==> src/rtl/uart_cmd_ctrl.sv <==
// uart_cmd_ctrl: decodes framed UART bytes (cmd, addr hi, addr lo, [len], data) into character-buffer writes.
// Define UART_CMD_TIMEOUT_EN to build the inter-byte timeout that aborts stalled frames.
module uart_cmd_ctrl #(
  parameter int unsigned ADDR_WIDTH     = 12,
  parameter int unsigned BUF_DEPTH      = 2400,
  parameter logic [7:0]  CMD_WRITE      = 8'hA5,
  parameter logic [7:0]  CMD_BURST      = 8'hA6,
  parameter int unsigned TIMEOUT_CYCLES = 11285
) (
  input  logic                  clk_i,
  input  logic                  rstn_i,
  input  logic                  rx_wr_i,
  input  logic [7:0]            rx_data_i,
  output logic                  buf_we_o,
  output logic [ADDR_WIDTH-1:0] buf_addr_o,
  output logic [7:0]            buf_data_o,
  output logic                  cmd_done_o,
  output logic                  err_o
);

  typedef enum logic [2:0] {
    IDLE    = 3'd0,
    ADDR_HI = 3'd1,
    ADDR_LO = 3'd2,
    LEN     = 3'd3,
    DATA    = 3'd4
  } state_t;

  // The 16-bit frame address is truncated to ADDR_WIDTH, so ADDR_WIDTH must not exceed 16.
  localparam logic [16:0]           DEPTH_17   = 17'(BUF_DEPTH);
  localparam logic [ADDR_WIDTH-1:0] DEPTH_LAST = ADDR_WIDTH'(BUF_DEPTH - 1);

  if (TIMEOUT_CYCLES < 1 || TIMEOUT_CYCLES > 65536) begin : g_bad_timeout
    $error("TIMEOUT_CYCLES must fit the 16-bit timeout counter");
  end

  state_t                state_reg, state_next;
  logic                  wr_d_reg;
  logic                  burst_reg, burst_next;
  logic [7:0]            addr_hi_reg, addr_hi_next;
  logic [ADDR_WIDTH-1:0] addr_reg, addr_next;
  logic [8:0]            remain_reg, remain_next;
  logic                  suppress_reg, suppress_next;
  logic                  we_reg, we_next;
  logic [ADDR_WIDTH-1:0] buf_addr_reg, buf_addr_next;
  logic [7:0]            buf_data_reg, buf_data_next;
  logic                  done_reg, done_next;
  logic                  err_reg, err_next;

  logic        byte_stb;
  logic        tmo_hit;
  logic [15:0] addr16;

  // wr_d resets high so a level already present at reset release is not a byte.
  assign byte_stb = rx_wr_i & ~wr_d_reg;
  assign addr16   = {addr_hi_reg, rx_data_i};

`ifdef UART_CMD_TIMEOUT_EN
  localparam logic [15:0] TMO_LAST = 16'(TIMEOUT_CYCLES - 1);

  logic [15:0] tmo_cnt_reg;

  assign tmo_hit = (state_reg != IDLE) && (tmo_cnt_reg == TMO_LAST);

  always_ff @(posedge clk_i or negedge rstn_i) begin
    if (!rstn_i) begin
      tmo_cnt_reg <= '0;
    end else if (byte_stb || state_next == IDLE) begin
      tmo_cnt_reg <= '0;
    end else begin
      tmo_cnt_reg <= tmo_cnt_reg + 16'd1;
    end
  end
`else
  assign tmo_hit = 1'b0;
`endif

  always_comb begin
    state_next    = state_reg;
    burst_next    = burst_reg;
    addr_hi_next  = addr_hi_reg;
    addr_next     = addr_reg;
    remain_next   = remain_reg;
    suppress_next = suppress_reg;
    we_next       = 1'b0;
    buf_addr_next = buf_addr_reg;
    buf_data_next = buf_data_reg;
    done_next     = 1'b0;
    err_next      = 1'b0;

    if (byte_stb) begin
      unique case (state_reg)
        IDLE: begin
          if (rx_data_i == CMD_WRITE) begin
            burst_next = 1'b0;
            state_next = ADDR_HI;
          end else if (rx_data_i == CMD_BURST) begin
            burst_next = 1'b1;
            state_next = ADDR_HI;
          end else begin
            err_next = 1'b1;
          end
        end
        ADDR_HI: begin
          addr_hi_next = rx_data_i;
          state_next   = ADDR_LO;
        end
        ADDR_LO: begin
          // An out-of-range frame still consumes its bytes, with writes suppressed.
          addr_next     = addr16[ADDR_WIDTH-1:0];
          suppress_next = ({1'b0, addr16} >= DEPTH_17);
          err_next      = ({1'b0, addr16} >= DEPTH_17);
          state_next    = burst_reg ? LEN : DATA;
        end
        LEN: begin
          remain_next = (rx_data_i == 8'd0) ? 9'd256 : {1'b0, rx_data_i};
          state_next  = DATA;
        end
        DATA: begin
          if (!suppress_reg) begin
            we_next       = 1'b1;
            buf_addr_next = addr_reg;
            buf_data_next = rx_data_i;
          end
          if (!burst_reg || remain_reg == 9'd1) begin
            done_next  = 1'b1;
            state_next = IDLE;
          end else begin
            remain_next = remain_reg - 9'd1;
            addr_next   = (addr_reg == DEPTH_LAST) ? '0 : addr_reg + ADDR_WIDTH'(1);
          end
        end
        default: state_next = IDLE;
      endcase
    end else if (tmo_hit) begin
      state_next = IDLE;
      err_next   = 1'b1;
    end
  end

  always_ff @(posedge clk_i or negedge rstn_i) begin
    if (!rstn_i) begin
      state_reg    <= IDLE;
      wr_d_reg     <= 1'b1;
      burst_reg    <= 1'b0;
      addr_hi_reg  <= '0;
      addr_reg     <= '0;
      remain_reg   <= '0;
      suppress_reg <= 1'b0;
      we_reg       <= 1'b0;
      buf_addr_reg <= '0;
      buf_data_reg <= '0;
      done_reg     <= 1'b0;
      err_reg      <= 1'b0;
    end else begin
      state_reg    <= state_next;
      wr_d_reg     <= rx_wr_i;
      burst_reg    <= burst_next;
      addr_hi_reg  <= addr_hi_next;
      addr_reg     <= addr_next;
      remain_reg   <= remain_next;
      suppress_reg <= suppress_next;
      we_reg       <= we_next;
      buf_addr_reg <= buf_addr_next;
      buf_data_reg <= buf_data_next;
      done_reg     <= done_next;
      err_reg      <= err_next;
    end
  end

  assign buf_we_o   = we_reg;
  assign buf_addr_o = buf_addr_reg;
  assign buf_data_o = buf_data_reg;
  assign cmd_done_o = done_reg;
  assign err_o      = err_reg;

endmodule

==> config.mk <==
export PLATFORM = sky130hd
export DESIGN_NAME = uart_cmd_ctrl
export DESIGN_NICKNAME = d
export VERILOG_FILES = /design/src/rtl/uart_cmd_ctrl.sv
export SDC_FILE = /design/constraint.sdc
export NUM_CORES = 1
export LEC_CHECK = 0
export ABC_AREA = 1
export CORE_ASPECT_RATIO = 1.5
export CORE_MARGIN = 5
export CORE_UTILIZATION = 56
export DETAILED_ROUTE_END_ITERATION = 8
export PLACE_DENSITY_LB_ADDON = 0.08
export SLEW_MARGIN = 30
export SYNTH_ARGS = -nofsm -noshare
export SYNTH_HDL_FRONTEND = slang
export SYNTH_SLANG_ARGS = --single-unit
==> constraint.sdc <==
create_clock -name clk_i -period 1.75 [get_ports clk_i]
set_input_delay 0.4375 -clock clk_i [delete_from_list [all_inputs] [get_ports clk_i]]
set_output_delay 0.4375 -clock clk_i [all_outputs]
set_load 0.005 [all_outputs]
# Word level (Yosys, flattened, before mapping)

Cells that the tools add are included.

Flip-flop bits (word level): 58
Logic and storage cells: 66
Output and inout port bits: 23

Muxes and demuxes: 23
Magnitude comparators: 1
Eq/ne operators: 11
Bitwise gates (word level): 3
Reductions and logical operators: 14
Add/subtract/negate cells: 2

Operators by type and width:

| kind                  | number |
|---|---|
| $mux 12               | 2 |
| $pmux 12 s2           | 1 |
| $mux 9                | 2 |
| $pmux 9 s2            | 1 |
| $eq 8x8->1 const B    | 2 |
| $ge 16x12->1 const B  | 1 |
| $pmux 3 s5            | 1 |
| $reduce_and 3->1      | 5 |
| $add 12x1->12 const B | 1 |
| $eq 12x12->1 const B  | 1 |
| $mux 3                | 4 |
| $mux 1                | 11 |
| $eq 9x1->1 const B    | 1 |
| $sub 9x1->9 const B   | 1 |
| $logic_not 8->1       | 1 |
| $eq 3x2->1 const B    | 2 |
| $reduce_bool 2->1     | 3 |
| $ne 2x2->1 const B    | 2 |
| $reduce_and 2->1      | 2 |
| $eq 3x1->1 const B    | 1 |
| $eq 3x3->1 const B    | 1 |
| $logic_not 3->1       | 1 |
| $ne 3x3->1 const B    | 1 |
| $not 1->1             | 2 |
| 4 further kinds       | 4 |

# Longest topological paths before layout

Depth after elaboration: 5
Gate-level depth with buffers: 10
Depth with buffers taken out: 10

# Worst setup path before layout

No wires, ideal clock.

Path type: input to register
From: in rx_wr_i
To: reg addr_reg[9]
Arrival time: 1.381 ns
Stages on the path: 8
Required time: 1.623 ns
Setup slack: 0.243 ns
Cells stage by stage: inv_1 -> nor2_2 -> inv_1 -> nor2_4 -> nand3_4 -> nand2_4 -> buf_8 -> o21ai_0

Word-level cells in the longest chain between the ends: 2

Ends and longest elaborated chain:

| element                           | RTL line | RTL |
|---|---|---|
| start: declaration                | 12       | `input logic rx_wr_i,` |
| $and 1x1->1                       | 55       | `assign byte_stb = rx_wr_i & ~wr_d_reg;` |
| $reduce_and 3->1 (no source line) | n/a      |  |
| end signal: assignment            | 160      | `addr_reg <= addr_next;` |
| end: declaration                  | 41       | `logic [ADDR_WIDTH-1:0] addr_reg, addr_next;` |

No other way between the ends.
A chain may end at the register's enable or synchronous reset.

# Worst setup path in the final report

From: reg buf_data_reg[1] (netlist: buf_data_o[1])
To: out buf_data_o[1]

RTL lines:

| element                  | RTL line | RTL |
|---|---|---|
| start: declaration       | 46       | `logic [7:0] buf_data_reg, buf_data_next;` |
| start signal: assignment | 165      | `buf_data_reg <= buf_data_next;` |
| end: declaration         | 16       | `output logic [7:0] buf_data_o,` |

No word-level cell between the ends.

==> impl_metrics.py <==
metrics = {
    "yosys": {
        "synth_top_family_by_area": "simple AND/OR/NAND/NOR gates",
        "ys_ff_latch": 58,
        "synth.net_count": 418,
        "synth_warnings": 0,
        "synth_simple_gate_area_frac": 0.3190,
        "synth_mux_area_frac": 0,
        "netlist_area_sq_mm": 0.003032,
        "yosys.area_share.xor_xnor": 0.008667,
        "synth_top_area_cell": "dfrtp_1",
        "synth_top_area_share": 0.4705,
        "ys_seq_area_frac": 0.4792,
        "netlist_instances": 404,
        "synth.area.top_cells": "dfrtp_1 47%, nand2_1 19%, o21ai_0 9.1%",
        "yosysUniqueCellTypes": 29,
        "syn_area_per_cell_sq_um": 7.504,
        "synth_compound_area_frac": 0.09988,
        "synthAdderAreaFrac": 0.01238,
    },
    "floorplanning": {
        "io_pins": 34,
        "core_sq_mm": 0.005205,
        "num_rows": 32,
        "start_util": 0.5825,
        "fp.dieW_um": 70.08,
        "fp.dieArea_sq_mm": 0.007016,
        "die_y_um": 100.1,
    },
    "clock_tree": {
        "cts_buffers": 9,
        "clk_pin_slew_ns": 0.07,
        "cts-htree-levels": 3,
        "root_buffer": "clkbuf_8",
        "cts.path.max_buffers": 2,
        "cts_tree": "done",
        "cts_num_sinks": 58,
        "clkLatencyLatePin_ns": 0.35,
    },
    "pwr": {
        "p_per_area_mw_per_mm2": 1524,
        "switching_share": 0.3586,
        "p_seq_frac": 0.383,
        "irDropWorstVdd_mv": 0.9572,
        "comb_power_share": 0.355,
        "power_mw": 5.851,
        "intPower_mw": 3.753,
        "p_leak_nw": 1.902,
        "clockPowerShare": 0.261,
        "switching_power_mw": 2.098,
    },
    "setup_path": {
        "worst_setup_path_start_kind": "register",
        "reg2reg_to": "state_reg[1]",
        "cp_top_family": "buffers and inverters",
        "reg2reg_depth": 8,
        "endpoint_kind": "primary output",
        "crit_arrival_ns": 1.21,
        "r2r_slack_ns": 0.18,
        "r2r-start": "remain_reg[4]",
        "cp_max_fo": 2,
        "slowest_stage": "clkdlybuf4s50_1",
        "cp_num_buf_inv": 1,
        "worstSetupPathType": "register to primary output",
        "path_cells": "clkdlybuf4s50_1",
        "crit_required_ns": 1.31,
        "max_stage_delay_ns": 0.51,
    },
    "flow_run": {
        "cap_violations": 0,
    },
    "global_route": {
        "grt_util_all_layers": 0.2239,
        "grt_pass1_wl_mm": 12.30,
        "grt_pass1_vias": 2702,
        "grt_start_max_net_pins": 45,
        "antenna_found_initial": 0,
        "grt_overflow_total": 0,
    },
    "final_layout": {
        "diodes": 0,
        "drive_gt1_frac": 0.1109,
        "fin_cells": 537,
        "mostFrequentLayoutCells": "150 x nand2_1, 57 x dfrtp_1, 55 x o21ai_0, 44 x inv_1, 32 x clkdlybuf4s50_1",
        "multiInputGateArea_sq_mm": 0.001336,
        "final_core_util": 0.7377,
        "regArea_sq_mm": 0.001453,
        "syn_to_final_growth_pct": 26.66,
        "num-nets-final": 478,
        "fillers": 414,
        "layout_commonest_cell": "nand2_1",
        "final_cell_area_sq_mm": 0.003840,
    },
    "timing": {
        "rsz0062_at_grt": "false",
        "hold_ws_ns": -0.0005718,
        "tns_ns": 0,
        "fin_worst_skew_ns": 0.01133,
        "hold_violations": 1,
        "max_slew.worst_pin.slew_ns": 0.4076,
        "period_needed_ns": 1.652,
        "slew_headroom": 0.7272,
        "fin_crit_sh": 0.9442,
        "setup_viol": 0,
        "report.final.slew_viol_count": 0,
        "fmax_ghz": 0.6052,
    },
    "routing": {
        "first_iter_violations": 146,
        "viasPerCell": 5.194,
        "drc_errors": 0,
        "num_vias": 2789,
        "routed_wl_mm": 7.093,
        "postRouteAntennaNets": 0,
        "routedWlPerCell_um": 13.21,
        "firstDrtPassIters": 4,
    },
    "hold_path": {
        "hold_class": "input port to async pin",
    },
    "run_status": {
        "violations": "hold timing",
        "status": "finished, violations left",
    },
    "place": {
        "dp_hpwl_mm": 5.248,
        "place.gp.congestion": 0.9620,
        "placedCellCount": 521,
        "dpl-instance-area_sq_mm": 0.003593,
        "io_buffers": 33,
    },
}
[cell type report]
class / count / area share
Clock buffer: 12 / 0.03780
Tap cell: 68 / 0.02216
Clock inverter: 4 / 0.02574
Inverter: 45 / 0.04399
Timing Repair Buffer: 60 / 0.1440
Multi-Input combinational cell: 290 / 0.3480
Sequential cell: 58 / 0.3783
[cell usage after synthesis]
library cell / instances
a21boi_0: 1
a21o_1: 1
and3_1: 1
buf_2: 1
buf_6: 3
buf_8: 1
clkbuf_1: 6
clkinv_1: 1
dfrtp_1: 57
dfstp_2: 1
ha_1: 3
inv_1: 44
nand2_1: 151
nand2_2: 1
nand2_4: 2
nand3_1: 27
nand3_2: 1
nand3_4: 1
nand3b_1: 1
nand4_1: 9
nor2_1: 25
nor2_2: 1
nor2_4: 2
nor3_1: 2
nor4_1: 1
o21ai_0: 55
o22ai_1: 2
xnor2_1: 1
xor2_1: 2
[worst register-to-register path, stage by stage, from the launching register on]
cell and delay, ns:
dfrtp_1 0.42, inv_1 0.10, nand2_1 0.05, nor2_1 0.17, nand3_1 0.21, nand3_1 0.22
nand3_1 0.15, nand2_1 0.08, nand2_1 0.05
[per-stage QoR]
| stage | setup slack (ns) | hold slack, ns |
|---|---|---|
| 2_1_floorplan | 0.2427 | 0.1419 |
| 3_3_place_gp | -0.06329 | 0.3696 |
| 3_5_place_dp | -0.1223 | 0.3783 |
| 4_1_cts | 0.08270 | 0.006434 |
| 5_1_grt | 0.01147 | 0.01874 |
| 6_report | 0.09757 | -0.0005718 |
[per-layer routing]
| layer | up-vias | GRT usage | share of wire |
|---|---|---|---|
| met5 | - | 0 | 0 |
| met4 | 0 | 0.1136 | 0.030 |
| met3 | 19 | 0.05110 | 0.053 |
| met2 | 87 | 0.3831 | 0.51 |
| met1 | 1279 | 0.2622 | 0.40 |
| li1 | 1404 | - | - |
[cell families (layout without fill, tap and decap cells)]
family	Yosys count	in the layout
AOI/OAI and AO/OA	59	59
buffers and inverters	56	121
and+or+nand+nor	225	225
adders and majority gates	3	3
xor gates and xnor gates	3	3
DFF	58	58
[timing repair]
item / 4_1_cts / 5_1_grt
hold buffers: 0 / 0
buffers inserted: 0 / 0
endpoints found under the hold margin: 0 / 0
gates resized for setup: 0 / 1
endpoints found under the setup margin: 0 / 2
[worst max-delay path by stage]
stage                        startpoint  cells after the start  slack [ns]             to
after floorplan                 rx_wr_i                      8        0.24    addr_reg[9]
after global placement          rx_wr_i                     10       -0.06    addr_reg[5]
after detailed placement        rx_wr_i                     10       -0.12   addr_reg[11]
after CTS                 buf_data_o[1]                      1        0.08  buf_data_o[1]
after global routing      remain_reg[4]                      8        0.01   state_reg[1]
final                     buf_data_o[1]                      1         0.1  buf_data_o[1]
[power by group through the flow]
stage | combinational, mW | clock [mW] | sequential, mW
finish | 2.08 | 1.53 | 2.24
global route | 2.39 | 1.60 | 2.32
CTS | 2.08 | 1.55 | 2.24
detailed placement | 2.05 | 0 | 2.26
global placement | 1.99 | 0 | 2.24
floorplan | 1.29 | 0 | 2.20
Note: power is estimated with default switching activity, not from simulation.
